===== src/rtl/aes_pkg.sv =====
// Shared types and constants for the AES block packer.
// Block geometry, packer states and core mode encodings.
package aes_pkg;

  localparam int AES_BLK_BYTES = 16;
  localparam int AES_BLK_W     = 128;

  localparam logic AES_ENC = 1'b0;
  localparam logic AES_DEC = 1'b1;

  typedef enum logic [1:0] {
    S_FILL,
    S_ISSUE,
    S_WAIT
  } state_t;

  // Write byte b at big-endian byte slot idx of blk.
  function automatic logic [AES_BLK_W-1:0] put_byte(
    input logic [AES_BLK_W-1:0] blk,
    input logic [3:0]           idx,
    input logic [7:0]           b
  );
    logic [AES_BLK_W-1:0] r;
    r = blk;
    r[AES_BLK_W-1-8*int'(idx) -: 8] = b;
    return r;
  endfunction

endpackage


===== src/rtl/aes_pkcs7_pad.sv =====
// Combinational tail filler for a partial AES block.
// Keeps bytes 0..n-1; bytes n..15 become 16-n or zero.
module aes_pkcs7_pad
  import aes_pkg::*;
#(
  parameter bit PAD_EN = 1'b1
) (
  input  logic [AES_BLK_W-1:0] i_Blk,
  input  logic [3:0]           i_N,
  output logic [AES_BLK_W-1:0] o_Blk
);

  logic [7:0] fill;

  // n=0 yields a full block of 0x10, reused for the trailing pad block.
  always_comb begin
    fill  = PAD_EN ? (8'd16 - {4'd0, i_N}) : 8'd0;
    o_Blk = i_Blk;
    for (int k = 0; k < AES_BLK_BYTES; k++) begin
      if (k >= int'(i_N)) begin
        o_Blk[AES_BLK_W-1-8*k -: 8] = fill;
      end
    end
  end

endmodule


===== src/rtl/aes_block_packer.sv =====
// Byte-stream to 128-bit block packer feeding the AES core.
// One block in flight; source is stalled until the core is done.
module aes_block_packer
  import aes_pkg::*;
#(
  parameter bit PAD_EN = 1'b1,
  parameter int CNT_W  = 16
) (
  input  logic                 i_Clk,
  input  logic                 i_Rst_n,
  input  logic [7:0]           i_Byte,
  input  logic                 i_Byte_Valid,
  input  logic                 i_Byte_Last,
  output logic                 o_Byte_Ready,
  input  logic                 i_Mode,
  output logic [AES_BLK_W-1:0] o_Din,
  output logic                 o_Din_En,
  output logic                 o_Mode,
  input  logic                 i_Core_Done,
  output logic                 o_Busy,
  output logic [CNT_W-1:0]     o_Blk_Cnt
);

  state_t               state_q;
  logic [3:0]           idx_q;
  logic                 pad_pend_q;
  logic [AES_BLK_W-1:0] fill_q;
  logic [AES_BLK_W-1:0] merged;
  logic [AES_BLK_W-1:0] padded;
  logic [3:0]           pad_n;
  logic                 xfer;
  logic                 full;

  assign o_Byte_Ready = i_Rst_n && (state_q == S_FILL);
  assign xfer         = i_Byte_Valid && o_Byte_Ready;
  assign full         = (idx_q == 4'd15);
  assign merged       = put_byte(fill_q, idx_q, i_Byte);

  // In WAIT the count is 0 so the filler emits 16 x 0x10.
  assign pad_n = (state_q == S_WAIT) ? 4'd0 : idx_q + 4'd1;

  aes_pkcs7_pad #(
    .PAD_EN(PAD_EN)
  ) u_pad (
    .i_Blk(merged),
    .i_N  (pad_n),
    .o_Blk(padded)
  );

  // Fill / issue / wait sequencer with registered core-side outputs.
  always_ff @(posedge i_Clk) begin
    if (!i_Rst_n) begin
      state_q    <= S_FILL;
      idx_q      <= 4'd0;
      pad_pend_q <= 1'b0;
      fill_q     <= '0;
      o_Din      <= '0;
      o_Din_En   <= 1'b0;
      o_Mode     <= AES_ENC;
      o_Busy     <= 1'b0;
      o_Blk_Cnt  <= '0;
    end else begin
      o_Din_En <= 1'b0;
      unique case (state_q)
        S_FILL: begin
          if (xfer) begin
            if (idx_q == 4'd0) begin
              o_Mode <= i_Mode;
            end
            if (full || i_Byte_Last) begin
              o_Din      <= full ? merged : padded;
              o_Din_En   <= 1'b1;
              pad_pend_q <= PAD_EN && full && i_Byte_Last;
              fill_q     <= '0;
              idx_q      <= 4'd0;
              state_q    <= S_ISSUE;
            end else begin
              fill_q <= merged;
              idx_q  <= idx_q + 4'd1;
            end
          end
        end
        S_ISSUE: begin
          o_Busy    <= 1'b1;
          o_Blk_Cnt <= o_Blk_Cnt + CNT_W'(1);
          state_q   <= S_WAIT;
        end
        S_WAIT: begin
          if (i_Core_Done) begin
            o_Busy <= 1'b0;
            if (pad_pend_q) begin
              o_Din      <= padded;
              o_Din_En   <= 1'b1;
              pad_pend_q <= 1'b0;
              state_q    <= S_ISSUE;
            end else begin
              fill_q  <= '0;
              idx_q   <= 4'd0;
              state_q <= S_FILL;
            end
          end
        end
        default: state_q <= S_FILL;
      endcase
    end
  end

endmodule

===== config.mk =====
export PLATFORM = sky130hd
export DESIGN_NAME = aes_block_packer
export DESIGN_NICKNAME = d
export VERILOG_FILES = /design/src/rtl/aes_pkg.sv /design/src/rtl/aes_pkcs7_pad.sv /design/src/rtl/aes_block_packer.sv
export SDC_FILE = /design/constraint.sdc
export NUM_CORES = 1
export LEC_CHECK = 0
export BUFFER_PORTS_ARGS = -buffer_cell sky130_fd_sc_hd__buf_4
export CORE_MARGIN = 5
export CORE_UTILIZATION = 35
export DETAILED_ROUTE_END_ITERATION = 16
export GPL_ROUTABILITY_DRIVEN = 1
export PLACE_DENSITY = 0.54
export SLEW_MARGIN = 10
export SYNTH_ARGS = -nofsm -noshare
export SYNTH_HDL_FRONTEND = slang
export SYNTH_SLANG_ARGS = --single-unit

===== constraint.sdc =====
create_clock -name i_Clk -period 3.2 [get_ports i_Clk]
set_input_delay 0.16 -clock i_Clk [delete_from_list [all_inputs] [get_ports i_Clk]]
set_output_delay 0.16 -clock i_Clk [all_outputs]
set_load 0.01 [all_outputs]

# Word-level counts from Yosys, hierarchy flattened
# Index checks and enable logic that the tools add are counted.
word_totals:
  regBits: 282
  output_inout_bits: 148
  elab_cells: 101
op_classes:
  reduce_logical: 14
  add_sub_neg: 5
  n_lt_le_gt_ge: 15
  n_shift: 2
  muxes: 48
  eq_ne: 8
op_table:
  columns: ["cell", "n"]
  rows:
  - ["2-to-1 mux 128 bit", 9]
  - ["one-hot mux 128 bit (2 select lines)", 2]
  - ["variable shift 8 x 33 -> 135 bit (first input constant)", 1]
  - ["indexed part select 8 x 33 -> 135 bit", 1]
  - ["bitwise mux 128 bit", 1]
  - ["2-to-1 mux 8 bit", 15]
  - ["negator 8 -> 33 bit", 1]
  - [">= comparator 4 bit (first input constant)", 7]
  - ["2-to-1 mux 4 bit", 5]
  - ["adder 16 x 1 -> 16 bit (second input constant)", 1]
  - [">= comparator 3 x 4 -> 1 bit (first input constant)", 4]
  - [">= comparator 1 x 4 -> 1 bit (first input constant)", 2]
  - [">= comparator 2 x 4 -> 1 bit (first input constant)", 2]
  - ["2-to-1 mux 1 bit", 8]
  - ["!= test 2 bit (second input constant)", 4]
  - ["one-hot mux 4 bit (2 select lines)", 1]
  - ["AND reduction 4 bit", 2]
  - ["subtractor 7 x 7 -> 8 bit (first input constant)", 1]
  - ["2-to-1 mux 2 bit", 3]
  - ["one-hot mux 1 bit (2 select lines)", 3]
  - ["one-hot mux 2 bit (3 select lines)", 1]
  - ["AND reduction 3 bit", 2]
  - ["subtractor 5 x 4 -> 6 bit (first input constant)", 1]
  - ["AND reduction 5 bit", 1]
  - ["11 further kinds", 14]

# Depth between registers and ports, before layout
logic_depth:
  word_depth: 9
  mapped_depth: 14
  depth_no_buf: 10

# By module
# Synthesis repeated with hierarchy kept, for this count alone.
unflattened:
  cells_unflattened: 1439
  hier_area_um2: 14187.4
by_module_without_submodules:
  columns: ["mod", "seq_area_each_um2", "cells_each", "instances", "area_each_um2"]
  rows:
  - ["aes_block_packer", 5645.4, 1217, 1, 12653.4]
  - ["aes_pkcs7_pad", 0.0, 222, 1, 1534.0]

# Least setup slack after synthesis
# Ideal clock, no wire load.
synth_path:
  path_kind: "flip-flop to flip-flop"
  from: "register idx_q[0]"
  to: "register o_Din[13]"
  required_time_ns: 3.124
  setup_ns: 0.076
  path_stages_with_launch: 13
  period_less_slack_ns: 2.945
  path_buffers: 2
  slack_ns: 0.255
  arrival_time_ns: 2.870
  cell_sequence: "dfxtp_1 -> clkbuf_1 -> clkbuf_1 -> inv_1 -> ha_1 -> nand2_1 -> inv_1 -> ha_1 -> nor3b_1 -> nand3b_1 -> a21oi_2 -> nand3_1 -> a21boi_0"
synth_between:
  elab_chain_cells: 9
  elab_cells_between_ends: 20
synth_lines:
  columns: ["item", "line_no", "text"]
  rows:
  - ["start: declaration", "aes_block_packer.sv:25", "logic [3:0] idx_q;"]
  - ["start signal: assignment", "aes_block_packer.sv:79", "idx_q <= idx_q + 4'd1;"]
  - ["subtractor 7 x 7 -> 8 bit", "aes_pkg.sv:25", "r[AES_BLK_W-1-8*int'(idx) -: 8] = b;"]
  - ["negator 8 -> 33 bit", "aes_pkg.sv:25", null]
  - ["indexed part select 8 x 33 -> 135 bit / variable shift 8 x 33 -> 135 bit (equally long branches)", "aes_pkg.sv:25", null]
  - ["bitwise mux 128 bit", "aes_pkg.sv:25", null]
  - ["2-to-1 mux 8 bit", "aes_pkcs7_pad.sv:20", "if (k >= int'(i_N)) begin"]
  - ["2-to-1 mux 128 bit", "aes_block_packer.sv:71", "o_Din <= full ? merged : padded;"]
  - ["2-to-1 mux 128 bit", "aes_block_packer.sv:70", "if (full || i_Byte_Last) begin"]
  - ["2-to-1 mux 128 bit", "aes_block_packer.sv:66", "if (xfer) begin"]
  - ["one-hot mux 128 bit (2 select lines)", "aes_block_packer.sv:64", "unique case (state_q)"]
  - ["end signal: assignment", "aes_block_packer.sv:71", null]
  - ["end signal: assignment", "aes_block_packer.sv:92", "o_Din <= padded;"]
  - ["end: declaration", "aes_block_packer.sv:16", "output logic [AES_BLK_W-1:0] o_Din,"]
# Parallel ways exist; a longest one is shown, timed or not. The select of a mux whose other input is x is not followed.
# A chain may end at the register's enable or synchronous reset.

# Final worst setup path
layout_path:
  from: "register idx_q[1]"
  to: "register o_Din[91]"
# The elaborated chain is that of the path after synthesis.

==> flow_summary.json <==
{
  "outcome": "finished, final reports clean",
  "initial_core_util_pct": 35.42,
  "critPathMaxStageDelay_ns": 0.53,
  "netlist_area_um2": 13690,
  "root_buffer": "clkbuf_16",
  "synth_cell_type_count": 83,
  "die_w_um": 207.8,
  "worst_hold_path_type": "in -> reg",
  "cts_sinks": 282,
  "cts_buffers": 31,
  "syn_area_per_cell_um2": 8.247,
  "remaining_drc_errors": 0,
  "antenna_left": 0,
  "dieArea_um2": 43170,
  "die_height_um": 207.8,
  "reg2reg_to": "o_Din[91]",
  "cts_resized": 0,
  "rsz0062_at_grt": "false",
  "grt_pass1_vias": 12160,
  "worst_ep_required_time_ns": 3.62,
  "fmax_ghz": 0.3533,
  "layout-drive-gt1-share_pct": 18.57,
  "finalCritPeriodShare_pct": 88.46,
  "synth_top_area_share_pct": 41.24,
  "num_antenna_cells": 0,
  "synth_flop_cell": "dfxtp_1",
  "drv_slew": 0,
  "synth_commonest_cells": "dfxtp_1, nand2_1, o21ai_0",
  "vias": 12873,
  "nFillCells": 3865,
  "cp_data_arrival_time_ns": 3.25,
  "pre_cts_ws_ns": 0.4535,
  "post-place-cells": 2254,
  "reg2reg_depth": 8,
  "power.leakage_nw": 5.983,
  "io_pins": 162,
  "synth-edff-count": 0,
  "worst_pin_slew_ns": 0.9240,
  "gp_congestion": 0.9307,
  "grt_remaining_overflow": 0,
  "drv_cap": 0,
  "ys_ff_latch": 282,
  "synth_nets": 1684,
  "clkTransAtPathRegs_ns": 0.07,
  "fin_area_um2": 16580,
  "path_class": "reg -> reg",
  "maxSlewHeadroom_pct": 38.40,
  "reg2reg_from": "idx_q[1]",
  "final-setup-viol-count": 0,
  "hold_start": "i_Byte_Valid",
  "ys_warn_count": 0,
  "fin_nets": 1799,
  "yosysSeqAreaShare_pct": 41.24,
  "grt_pass1_wl_um": 81550,
  "clk_latency_ns": 0.58,
  "start_kind": "flip-flop",
  "core.rowCount": 72,
  "power_mw": 8.421,
  "holdPathStages": 4,
  "core_um2": 38650,
  "cellPowerDensity_nw_per_um2": 508.0,
  "crit_path_end_kind": "flip-flop",
  "portBuffers": 161,
  "async_reset_ff_share_pct": 0,
  "instances_no_fill": 2317,
  "drt-wirelength-per-cell_um": 23.50,
  "first_pass_iters": 8,
  "setup_tns_ns": 0,
  "grt_antenna_before_repair": 0,
  "post_cts_buffers": 0,
  "cp_max_fo": 14,
  "synth_top_area_cell": "dfxtp_1",
  "post-dp-hpwl_um": 38350,
  "area_growth_pct": 21.08,
  "ir_drop_mv": 0.4087,
  "crit_chain": "ha_1 > ha_1 > buf_4 > nor3_1 > nor2_1 > buf_4 > o21ai_0 > o21ai_0",
  "fin_ws_ns": 0.3694,
  "worstHoldEndpoint": "o_Mode",
  "cts_tree": "built",
  "viasPerCell": 5.556,
  "routed_wl_um": 54450,
  "cp_slowest_cell": "dfxtp_1",
  "cts_max_level": 1,
  "min_period_ns": 2.831,
  "synthCells": 1660,
  "placed_cell_area_um2": 15400,
  "hold_viol": 0,
  "synth_most_common_cell": "dfxtp_1",
  "clk_path_buf_depth": 3,
  "synth_area_leaders": "dfxtp_1, o21ai_0, nand2_1",
  "drt_iter0_drc": 1141,
  "grt_start_max_net_pins": 149,
  "grtUsageTotal_pct": 24.08,
  "r2r_slack_ns": 0.37,
  "finalClockSkew_ns": 0.03022
}
[cell type report]
cell class | count | area, µm² | area share, %
Multi-Input combinational cell | 1218 | 7331 | 44.22
Sequential cell | 282 | 5645 | 34.06
Timing Repair Buffer | 229 | 1788 | 10.79
Clock buffer | 39 | 865.8 | 5.223
Tap cell | 518 | 648.1 | 3.910
Clock inverter | 18 | 250.2 | 1.510
Inverter | 13 | 48.80 | 0.2944
[registers in the layout (all words and copies together) (netlist names)]
signal and cells:
o_Busy 1, pad_pend_q 1, idx_q 4, fill_q 128, o_Mode 1, o_Blk_Cnt 16
o_Din_En 1, state_q 2, o_Din 128
[metal layers]
metal  share of wire, %  vias to the layer above  track usage, %
li1                   -                     6143               -
met1                 47                     6208           35.59
met2                 44                      455           37.46
met3                6.6                       67           2.887
met4                2.4                        0           5.980
met5                  0                        -               0
[logic make-up (layout without fill, tap and decap cells)]
group | Yosys count | in the layout | synth area share, %
buffers and inverters | 160 | 299 | 5.401
muxes | 32 | 32 | 2.394
and+or+nand+nor | 648 | 648 | 24.70
xor gates and xnor gates | 15 | 15 | 1.069
AOI/OAI and AO/OA | 513 | 513 | 24.28
DFF | 282 | 282 | 41.24
adders and majority gates | 10 | 10 | 0.9139
[where the power goes]
group / leakage (nW) / total [mW] / switching [mW] / internal (mW)
Combinational: 3.15 / 0.828 / 0.544 / 0.284
Sequential: 2.28 / 3.65 / 0.0632 / 3.59
Clock: 0.556 / 3.94 / 1.55 / 2.39
[through the flow]
stage / hold WS [ns] / util (%)
2_1_floorplan: 0.3207 / -
3_3_place_gp: 0.4152 / 39.85
3_5_place_dp: 0.4274 / 39.85
4_1_cts: 0.006051 / 42.89
5_1_grt: 0.01942 / 42.89
6_report: 0.02860 / 42.89
[how the worst max path moves through the flow]
stage	start	to	slack, ns	cells after the start
6_report	idx_q[1]	o_Din[91]	0.37	8
5_1_grt	state_q[0]	o_Din[14]	0.15	11
4_1_cts	idx_q[1]	o_Din[82]	0.44	6
3_5_place_dp	idx_q[1]	o_Din[82]	0.45	6
3_3_place_gp	idx_q[1]	o_Din[82]	0.52	6
2_1_floorplan	idx_q[0]	o_Din[13]	0.25	12
[critical path: cells and delay by family, from the launching register on]
family	cells	cell delay, ns
compound gates	2	0.45
fa+ha+maj	2	0.79
buf+inv	2	0.45
flops	1	0.53
simple gates	2	0.45
[what timing repair did]
item                       in CTS  in global routing
setup endpoints to repair       0                  0
hold buffers                    6                  0
hold endpoints to repair       31                  0
[cells in the final DEF, fill, tap and decap left out, types with 10 or more instances in the layout]
master,synthesis,layout
ha_1,10,10
nand3b_1,17,17
and2_1,39,39
a22oi_1,48,48
o21ai_1,15,15
a21boi_0,56,56
nor2b_1,113,113
nor2_1,61,61
and3_1,10,10
nor3_1,13,13
a32oi_1,38,38
clkbuf_16,0,31
nand3_1,101,101
buf_4,10,218
a21oi_1,95,94
nand2_1,214,214
mux2i_1,26,26
o21ai_0,167,167
o31ai_1,15,15
nor4_1,18,18
inv_1,13,13
dfxtp_1,282,282
No activity file was read; power rests on OpenSTA's default activity.
